$ cat config.mk
export PLATFORM = sky130hd
export DESIGN_NAME = serial_mag_comp
export DESIGN_NICKNAME = d
export VERILOG_FILES = /design/src/rtl/serial_mag_comp.sv
export SDC_FILE = /design/constraint.sdc
export NUM_CORES = 1
export LEC_CHECK = 0
export CAP_MARGIN = 20
export CORE_UTILIZATION = 40
export CTS_CLUSTER_SIZE = 16
export DETAILED_ROUTE_END_ITERATION = 8
export MAX_ROUTING_LAYER = met4
export PLACE_DENSITY = 0.71
export SLEW_MARGIN = 20
export SYNTH_ARGS = -nofsm -noshare
export SYNTH_HDL_FRONTEND = slang
export SYNTH_SLANG_ARGS = --single-unit
export TNS_END_PERCENT = 20
$ cat constraint.sdc
create_clock -name clk -period 2.75 [get_ports clk]
set_input_delay 0.825 -clock clk [delete_from_list [all_inputs] [get_ports clk]]
set_output_delay 0.825 -clock clk [all_outputs]
set_load 0.03 [all_outputs]
$ cat src/rtl/serial_mag_comp.sv
// -----------------------------------------------------------------------------
// serial_mag_comp
//
// Bit-serial magnitude comparator. On an accepted start pulse the two WIDTH-bit
// operands and the signed/unsigned mode are latched. The operands are then
// compared MSB-first, one bit per clock. In signed mode a difference in the
// sign bit reverses the sense of the comparison. With EARLY_EXIT=1 the scan
// stops at the first differing bit; with EARLY_EXIT=0 it always runs all WIDTH
// bits and keeps the first difference it saw.
//
// Ports
//   clk          rising-edge system clock
//   rst_n        asynchronous active-low reset
//   start        request; only sampled while busy=0
//   signed_mode  1 = two's-complement compare (latched with operands)
//   a, b         operands (latched on accepted start)
//   busy         compare in progress
//   done         one-cycle pulse when gt/eq/lt/cycles update
//   gt, eq, lt   registered result flags (exactly one high after completion)
//   cycles       number of bit-compare cycles used by the last operation
// -----------------------------------------------------------------------------
`timescale 1ns/1ps

module serial_mag_comp #(
    parameter int WIDTH      = 8,
    parameter int EARLY_EXIT = 1
) (
    input  logic                         clk,
    input  logic                         rst_n,
    input  logic                         start,
    input  logic                         signed_mode,
    input  logic [WIDTH-1:0]             a,
    input  logic [WIDTH-1:0]             b,
    output logic                         busy,
    output logic                         done,
    output logic                         gt,
    output logic                         eq,
    output logic                         lt,
    output logic [$clog2(WIDTH+1)-1:0]   cycles
);

    localparam int CW = $clog2(WIDTH + 1);
    localparam int IW = (WIDTH > 1) ? $clog2(WIDTH) : 1;
    localparam logic [IW-1:0] IDX_MSB = IW'(WIDTH - 1);

    typedef enum logic {
        IDLE,
        SHIFT
    } state_t;

    state_t            state_q, state_d;
    logic [WIDTH-1:0]  a_q, a_d;
    logic [WIDTH-1:0]  b_q, b_d;
    logic              sgn_q, sgn_d;
    logic [IW-1:0]     idx_q, idx_d;
    logic [CW-1:0]     cnt_q, cnt_d;
    // Pending result used when the scan continues past the first difference.
    logic              pend_vld_q, pend_vld_d;
    logic              pend_gt_q, pend_gt_d;
    logic              busy_q, busy_d;
    logic              done_q, done_d;
    logic              gt_q, gt_d;
    logic              eq_q, eq_d;
    logic              lt_q, lt_d;
    logic [CW-1:0]     cycles_q, cycles_d;

    // Current bit of each operand; shifting avoids an index wider than needed.
    logic [WIDTH-1:0]  a_sh, b_sh;
    logic              bit_a, bit_b, bit_diff, a_wins;
    logic              res_vld, res_gt, last_cycle;
    logic [CW-1:0]     cnt_nx;

    always_comb begin
        a_sh     = a_q >> idx_q;
        b_sh     = b_q >> idx_q;
        bit_a    = a_sh[0];
        bit_b    = b_sh[0];
        bit_diff = bit_a ^ bit_b;
        // In signed mode a 1 in the sign bit marks the smaller operand.
        a_wins   = (sgn_q && (idx_q == IDX_MSB)) ? bit_b : bit_a;
        // The first difference wins; later ones are ignored.
        res_vld  = pend_vld_q | bit_diff;
        res_gt   = pend_vld_q ? pend_gt_q : a_wins;
        last_cycle = (idx_q == '0) || ((EARLY_EXIT != 0) && bit_diff);
        cnt_nx   = cnt_q + CW'(1);
    end

    always_comb begin
        state_d    = state_q;
        a_d        = a_q;
        b_d        = b_q;
        sgn_d      = sgn_q;
        idx_d      = idx_q;
        cnt_d      = cnt_q;
        pend_vld_d = pend_vld_q;
        pend_gt_d  = pend_gt_q;
        busy_d     = busy_q;
        done_d     = 1'b0;
        gt_d       = gt_q;
        eq_d       = eq_q;
        lt_d       = lt_q;
        cycles_d   = cycles_q;

        unique case (state_q)
            IDLE: begin
                if (start) begin
                    a_d        = a;
                    b_d        = b;
                    sgn_d      = signed_mode;
                    idx_d      = IDX_MSB;
                    cnt_d      = '0;
                    pend_vld_d = 1'b0;
                    pend_gt_d  = 1'b0;
                    busy_d     = 1'b1;
                    state_d    = SHIFT;
                end
            end

            SHIFT: begin
                cnt_d = cnt_nx;
                if (last_cycle) begin
                    state_d  = IDLE;
                    busy_d   = 1'b0;
                    done_d   = 1'b1;
                    gt_d     = res_vld &  res_gt;
                    lt_d     = res_vld & ~res_gt;
                    eq_d     = ~res_vld;
                    cycles_d = cnt_nx;
                end else begin
                    idx_d      = idx_q - IW'(1);
                    pend_vld_d = res_vld;
                    pend_gt_d  = res_gt;
                end
            end

            default: state_d = IDLE;
        endcase
    end

    always_ff @(posedge clk or negedge rst_n) begin
        if (!rst_n) begin
            state_q    <= IDLE;
            a_q        <= '0;
            b_q        <= '0;
            sgn_q      <= 1'b0;
            idx_q      <= '0;
            cnt_q      <= '0;
            pend_vld_q <= 1'b0;
            pend_gt_q  <= 1'b0;
            busy_q     <= 1'b0;
            done_q     <= 1'b0;
            gt_q       <= 1'b0;
            eq_q       <= 1'b0;
            lt_q       <= 1'b0;
            cycles_q   <= '0;
        end else begin
            state_q    <= state_d;
            a_q        <= a_d;
            b_q        <= b_d;
            sgn_q      <= sgn_d;
            idx_q      <= idx_d;
            cnt_q      <= cnt_d;
            pend_vld_q <= pend_vld_d;
            pend_gt_q  <= pend_gt_d;
            busy_q     <= busy_d;
            done_q     <= done_d;
            gt_q       <= gt_d;
            eq_q       <= eq_d;
            lt_q       <= lt_d;
            cycles_q   <= cycles_d;
        end
    end

    assign busy   = busy_q;
    assign done   = done_q;
    assign gt     = gt_q;
    assign eq     = eq_q;
    assign lt     = lt_q;
    assign cycles = cycles_q;

endmodule

==> impl_results.md, run 1 <==
* Status: finished, final reports clean
* Vias per Instance at approximately 5
* Fin. max-slew vios at 0
* Mapped Area at about 1700 sq um
* Worst-path clk slew at 0.07 ns
* CTS max path bufs at 2
* Clock Power Share at 0.151
* Final setup fails at 0
* Sequential Power Share at 0.369
* Reg2reg start: idx_q[0]$_DFFE_PN0P_
* Cts-stage hold buffer count at 0
* CTS H-tree lvls at 2
* Sink Count at 36
* Net Count, Synth at 147
* R2r endpoint: cycles[3]$_DFFE_PN0P_
* Routed len/inst at roughly 14 microns
* Final Util at 0.5242
* Die span in x at approximately 67 microns
* Global-route wire length before repair at between 5 and 6 mm
* Max Clock Freq at between 400 and 500 MHz
* Vert. Die Dim at 66.86 microns
* HP Class: flip-flop to flip-flop
* Largest fanout on the critical path at 8
* TNS Setup at 0 ns
* Max Cap Viol at 0
* Share of post-route cells with drive strength above 1 at 0.2387
* Slew at the pin closest to its max-slew limit at around 0.44 ns
* Core area at roughly 4000 sq um
* Initial DRT Pass Iterations at 4
* Vias in the first global route at between 1000 and 1500
* Root cell of the clock tree: clkbuf_8
* Critical path capture point type: flip-flop
* Critical Path RT at just under 3 ns
* # IOs at 29
* CTS buffer count at 5
* Static leakage at 0.0009134 uW
* Worst setup path end: cycles[3]$_DFFE_PN0P_
* Clock Latency Late Sink at ~0.29 ns
* Hold path depth at 2
* Vias post-DR at 1041
* Ys Warns at 0
* Port bufs at 28
* Cell variety after synth at 31
* Die Area at 4470 sq um
* Routability Congestion at 0.8193
* RSZ-0062 raised after global routing: no
* Syn Inst Count at 123
* Worst Skew at about 0.0040 ns
* Hold Vio Cnt, Final at 0
* Final nets at around 180
* Initial Util at 0.4177
* DP Wirelength at ~2.1 mm
* FF+latch count, synth at 36
* Reg2reg path depth at 6
* Routed WL at approximately 2.8 mm
* Sw power at ~950 uW
* Startpoint types: flip-flop
* CTS resizes at 0
* Internal cell power at about 1700 uW
* Tot Pwr at ~2600 uW
* Worst rel slew slack at 0.7070
* Setup CP Type: flip-flop to flip-flop
* Logic pwr share at 0.480
* Fin crit share at 0.8213
* CP Cell Sequence: mux4_2 -> mux2i_4 -> xnor2_2 -> a21bo_4 -> clkinv_2 -> mux2_1
* Iter 0 DRT Violations at between 40 and 50
* Minimum clock period after layout at between 2 and 2.5 ns
* Antenna-violating nets left at 0
* Layout area overhead at 25.50%
* Design area at roughly 2100 sq um
* Remaining Overflow, GRT at 0
* TritonCTS clock tree: done
* Max VDD drop at between 0.0004 and 0.0005 V
* Register area share after synthesis at 0.5353
* Slowest CP cell: mux4_2
* CP max stage delay at between 0.5 and 0.6 ns
* Syn_area_per_cell at 13.68 sq um
* Pwr per Cell Area at between 1000 and 1500 nW/um^2
* Standard-cell rows at 23
* GRT Util Overall at 0.1604
* WP data arrival at 2.43 ns
* Pin count of the biggest net entering global routing at 37
* R2r setup slk at around 0.49 ns
* DRC viols at 0
* # Post-CTS Setup Buffers at 0
* Sw Share at 0.3594
* Ant diodes at 0
* Initial antenna violation count at 0
* Post-DP Area at ~2000 sq um
* Critical Path Start: idx_q[0]$_DFFE_PN0P_
cell usage after synthesis:
master | n | area, sq um
a211o_1 | 1 | 8.760
a21bo_4 | 1 | 16.27
a31oi_1 | 1 | 6.260
a32o_1 | 3 | 30.03
and3_1 | 1 | 6.260
and4_1 | 2 | 17.52
buf_2 | 2 | 10.01
buf_6 | 1 | 11.26
clkbuf_1 | 3 | 11.26
clkinv_2 | 1 | 5.000
dfrtp_1 | 36 | 900.9
ha_1 | 4 | 50.05
inv_1 | 4 | 15.01
mux2_1 | 2 | 22.52
mux2_2 | 17 | 191.4
mux2_4 | 1 | 15.01
mux2i_1 | 5 | 50.05
mux2i_4 | 2 | 45.04
mux4_2 | 4 | 90.09
nand2_1 | 4 | 15.01
nand2b_1 | 7 | 43.79
nand3_1 | 1 | 5.000
nor2_1 | 9 | 33.78
nor2b_1 | 1 | 6.260
o21ai_0 | 4 | 20.02
o31a_1 | 1 | 8.760
o31ai_1 | 1 | 7.510
or2_1 | 1 | 6.260
xnor2_1 | 1 | 8.760
xnor2_2 | 1 | 16.27
xor2_1 | 1 | 8.760
placed cells by master (no fill, tap or decap), types with 2 or more instances in the layout:
cell type / synthesis / final
dfrtp_1: 36 / 36
clkdlybuf4s50_1: 0 / 28
mux2_2: 17 / 17
nor2_1: 9 / 9
nand2b_1: 7 / 7
clkbuf_8: 0 / 7
mux2i_1: 5 / 5
inv_1: 4 / 4
mux4_2: 4 / 4
nand2_1: 4 / 4
o21ai_0: 4 / 4
ha_1: 4 / 4
a32o_1: 3 / 3
buf_4: 0 / 3
mux2i_4: 2 / 2
and4_1: 2 / 2
mux2_1: 2 / 2
critical path, delay by kind of cell (launching register included):
kind | cells | cell delay (ns)
buffers and inverters | 1 | 0.09
XOR/XNOR | 1 | 0.19
AO/OA/AOI/OAI | 1 | 0.23
flip-flops | 1 | 0.54
multiplexers | 3 | 1.09
registers in the layout (all words and copies together), names as in the netlist, 3 cells and up:
register and cells:
b_q 8, a_q 8, idx_q 3, cnt_q 4, cycles 4
cell type report:
type / instances / area (sq um)
Timing Repair Buffer: 31 / 302.8
Tap cell: 50 / 62.56
Fill cell: 344 / 1917
Inverter: 5 / 20.02
Sequential cell: 36 / 900.9
Clock buffer: 7 / 96.34
Multi-Input combinational cell: 76 / 729.5
power by group through the flow:
stage / sequential (uW) / clock (uW) / combinational, uW
finish: 975 / 400 / 1270
global route: 1010 / 435 / 1390
CTS: 978 / 413 / 1290
detailed placement: 987 / 0 / 1280
global placement: 968 / 0 / 1240
floorplan: 995 / 0 / 964
per-stage QoR:
stage	setup slack [ns]	hold WS, ns	instances
4_1_cts	0.4496	0.5080	205
3_5_place_dp	0.4130	0.4923	198
3_3_place_gp	0.4327	0.4681	198
5_1_grt	0.3433	0.5210	205
6_report	0.4915	0.4965	205
2_1_floorplan	0.6996	0.4752	123
routing by layer:
| layer | part of all wire | track usage | vias up |
|---|---|---|---|
| met5 | 0 | - | - |
| met4 | 0.0088 | 0.05585 | 0 |
| met3 | 0.057 | 0.05651 | 4 |
| met2 | 0.51 | 0.2639 | 31 |
| met1 | 0.42 | 0.1803 | 514 |
| li1 | - | - | 492 |
worst min-delay path by stage:
stage,startpoint,end,slack (ns)
2_1_floorplan,b_q[6]$_DFFE_PN0P_,b_q[6]$_DFFE_PN0P_,0.48
3_3_place_gp,cycles[2]$_DFFE_PN0P_,cycles[2]$_DFFE_PN0P_,0.47
3_5_place_dp,busy$_DFFE_PN0P_,busy$_DFFE_PN0P_,0.49
4_1_cts,busy$_DFFE_PN0P_,busy$_DFFE_PN0P_,0.51
5_1_grt,busy$_DFFE_PN0P_,busy$_DFFE_PN0P_,0.52
6_report,busy$_DFFE_PN0P_,busy$_DFFE_PN0P_,0.50
kinds of logic after synthesis:
group | share of synthesized area
AO/OA/AOI/OAI | 0.05800
XOR/XNOR | 0.02008
multiplexers | 0.2461
buffers and inverters | 0.03122
flip-flops | 0.5353
AND/OR/NAND/NOR | 0.07955
adder cells (fa/ha/maj) | 0.02974
Note: power is estimated with default switching activity, not from simulation.
==> inputs of run 2 (changes only) <==
--- a/config.mk
+++ b/config.mk
@@ -10,7 +10,7 @@
 export CTS_CLUSTER_SIZE = 16
 export DETAILED_ROUTE_END_ITERATION = 8
 export MAX_ROUTING_LAYER = met4
-export PLACE_DENSITY = 0.71
+export PLACE_DENSITY = 0.74
 export SLEW_MARGIN = 20
 export SYNTH_ARGS = -nofsm -noshare
 export SYNTH_HDL_FRONTEND = slang
==> constraint.sdc (replaced) <==
create_clock -name clk -period 1.85 [get_ports clk]
set_input_delay 0.555 -clock clk [delete_from_list [all_inputs] [get_ports clk]]
set_output_delay 0.555 -clock clk [all_outputs]
set_load 0.03 [all_outputs]
==> run 2 against run 1 <==
The flow now finishes with violations (setup timing). Sequential power grew 46%. Combinational power is 75% higher. Worst hold slack got worse by 0.0057 ns. Clock skew rose by 0.0033 ns. Clock power increased by 39%. Maximum frequency rose by 10%. Setup slack lost 0.69 ns. Cell count grew 4.9%. Total power is 59% higher. Largest cell class unchanged.
==> impl_results.md, run 2 (synthesis results as in run 1) <==
* Status: finished, violations left
* Failing checks: setup timing
* Share of post-route cells with drive strength above 1 at 0.3152 (+0.07644)
* Initial DRT Pass Iterations at 3 (-1)
* Sink Count at 36 (unchanged)
* Most common cell after layout, fill and taps aside: dfrtp_1
* Final setup fails at 14 (+14)
* Reg2reg start: idx_q[0]$_DFFE_PN0P_
* CP Depth at 6 (unchanged)
* CP Cell Sequence: mux4_2 -> mux2i_4 -> xnor2_2 -> a21bo_4 -> clkinv_4 -> mux2_4
* Root cell of the clock tree: clkbuf_8
* Fin crit share at 1.110 (+0.2884)
* Die span in x at 66.86 microns (unchanged)
* Routed len/inst at 13.97 microns (+1.0%)
* Layout area overhead at 31.60%
* DP Wirelength at 2.276 mm (+7.9%)
* R2r setup slk at -0.20 ns (-0.69 ns)
* CP max stage delay at 0.56 ns (-0.02 ns)
* Minimum clock period after layout at 2.053 ns (-0.2056 ns)
* Design area at 2215 sq um (+4.9%)
* Iter 0 DRT Violations at 59 (+28%)
* Vias in the first global route at 1125 (-1.4%)
* CTS max path bufs at 2 (unchanged)
* Largest fanout on the critical path at 6 (-2)
* Routability Congestion at 0.8130 (-0.77%)
* Vias post-DR at 1065 (+2.3%)
* Critical Path Start: idx_q[0]$_DFFE_PN0P_
* Final Util at 0.5497 (+0.02546)
* Global-route wire length before repair at 5.154 mm (+2.1%)
* Startpoint types: flip-flop
* CTS H-tree lvls at 2 (unchanged)
* Worst-path clk slew at 0.07 ns (about the same)
* Hold Vio Cnt, Final at 0 (unchanged)
* Pwr per Cell Area at 1893 nW/um^2 (+51%)
* Slew at the pin closest to its max-slew limit at 0.4394 ns (-0.0001470 ns)
* Vias per Instance at 4.953 (-2.5%)
* CTS buffer count at 5 (unchanged)
* # IOs at 29 (unchanged)
* Vert. Die Dim at 66.86 microns (unchanged)
* Initial antenna violation count at 0 (unchanged)
* GRT Util Overall at 0.1695 (+0.009157)
* Ant diodes at 0 (unchanged)
* HP Class: flip-flop to flip-flop
* Post-DP Area at 2115 sq um (+4.9%)
* CP bufs+invs at 1 (unchanged)
* Setup CP Type: flip-flop to flip-flop
* Critical Path RT at 2.02 ns (-0.90 ns)
* RSZ-0062 raised after global routing: yes
* Die Area at 4470 sq um (unchanged)
* Remaining Overflow, GRT at 0 (unchanged)
* Max VDD drop at 0.0007190 V (+57%)
* Standard-cell rows at 23 (unchanged)
* Min Hold Slack at 0.4908 ns (-0.005684 ns)
* Pin count of the biggest net entering global routing at 37 (unchanged)
* Max Clock Freq at 487.1 MHz (+10%)
* Fin. max-slew vios at 0 (unchanged)
* Initial Util at 0.4177 (unchanged)
* Core area at 4029 sq um (unchanged)
* Fin worst setup slack at -0.2029 ns (-0.6944 ns)
* Worst setup path end: cycles[3]$_DFFE_PN0P_
* Static leakage at 0.0009994 uW (+9.4%)
* Critical path capture point type: flip-flop
* R2r endpoint: cycles[3]$_DFFE_PN0P_
* DRC viols at 0 (unchanged)
* Cts-stage hold buffer count at 0 (unchanged)
* Routed WL at 3.003 mm (+5.9%)
* Port bufs at 28 (unchanged)
* Slowest CP cell: mux4_2
* Tot Pwr at 4192 uW (+59%)
* Largest registers: a_q (8), b_q (8)
* WP data arrival at 2.22 ns (-0.21 ns)
* Final nets at 188 (+5.0%)
* Reg2reg path depth at 6 (unchanged)
* Worst Skew at 0.007330 ns (+0.003323 ns)
* Clock Latency Late Sink at 0.28 ns (about the same)
* Crit path max-delay family: multiplexers
* Most frequent cells in the layout: dfrtp_1 (35), clkdlybuf4s50_1 (19), mux2_2 (17)
* Max Cap Viol at 0 (unchanged)
* Worst rel slew slack at 0.7071 (about the same)
* TritonCTS clock tree: done
* Antenna-violating nets left at 0 (unchanged)
run 2: cell types whose count changed in the layout (fill, tap and decap cells not counted), moves of 2 or more:
cell	before	now
clkdlybuf4s50_1	28	19
dlygate4sd2_1	0	8
buf_4	3	10
buf_12	0	2
clkbuf_1	0	2
mux2_1	2	0
mux2_4	1	3
run 2: final cells by class:
cell class / count / area (sq um)
Inverter: 5 / 23.77
Sequential cell: 36 / 902.1
Multi-Input combinational cell: 76 / 748.2
Tap cell: 50 / 62.56
Timing Repair Buffer: 40 / 387.9
Clock buffer: 8 / 90.09
Fill cell: 357 / 1814
run 2: power by group:
part | switching [uW] | internal [uW]
Clock | 250 | 303
Sequential | 266 | 1160
Combinational | 965 | 1250
run 2: worst reg2reg max path, stage by stage, from the launching register on:
cell and delay [ns]:
dfrtp_2 0.44, mux4_2 0.56, mux2i_4 0.18, xnor2_2 0.19
a21bo_4 0.21, clkinv_4 0.07, mux2_4 0.30
run 2: metrics by stage:
| step | setup TNS (ns) | setup WS [ns] | std cells |
|---|---|---|---|
| floorplan | -0.7397 | -0.1759 | 123 |
| global placement | -3.352 | -0.2249 | 206 |
| detailed placement | -4.005 | -0.2868 | 206 |
| CTS | -1.923 | -0.2188 | 215 |
| global route | -2.930 | -0.2817 | 215 |
| finish | -1.701 | -0.2029 | 215 |
run 2: how the worst min path moves through the flow:
stage | slack (ns) | startpoint | cells past startpoint | to
floorplan | 0.26 | rst_n | 0 | a_q[0]$_DFFE_PN0P_
global placement | 0.48 | busy$_DFFE_PN0P_ | 2 | busy$_DFFE_PN0P_
detailed placement | 0.48 | lt$_DFFE_PN0P_ | 1 | lt$_DFFE_PN0P_
CTS | 0.49 | lt$_DFFE_PN0P_ | 1 | lt$_DFFE_PN0P_
global route | 0.51 | lt$_DFFE_PN0P_ | 1 | lt$_DFFE_PN0P_
finish | 0.49 | lt$_DFFE_PN0P_ | 1 | lt$_DFFE_PN0P_
run 2: timing repair:
item | 4_1_cts | 5_1_grt
resized for setup | 11 | 2
pin swaps | 4 | 1
endpoints found under the setup margin | 22 | 15
setup buffers | 1 | 0
run 2: layer usage:
| layer | vias to the layer above | track usage | part of all wire |
|---|---|---|---|
| met3 | 4 | 0.05308 | 0.049 |
| met4 | 0 | 0.07979 | 0.013 |
| met5 | - | - | 0 |
| li1 | 516 | - | - |
| met1 | 516 | 0.1861 | 0.43 |
| met2 | 29 | 0.2790 | 0.51 |
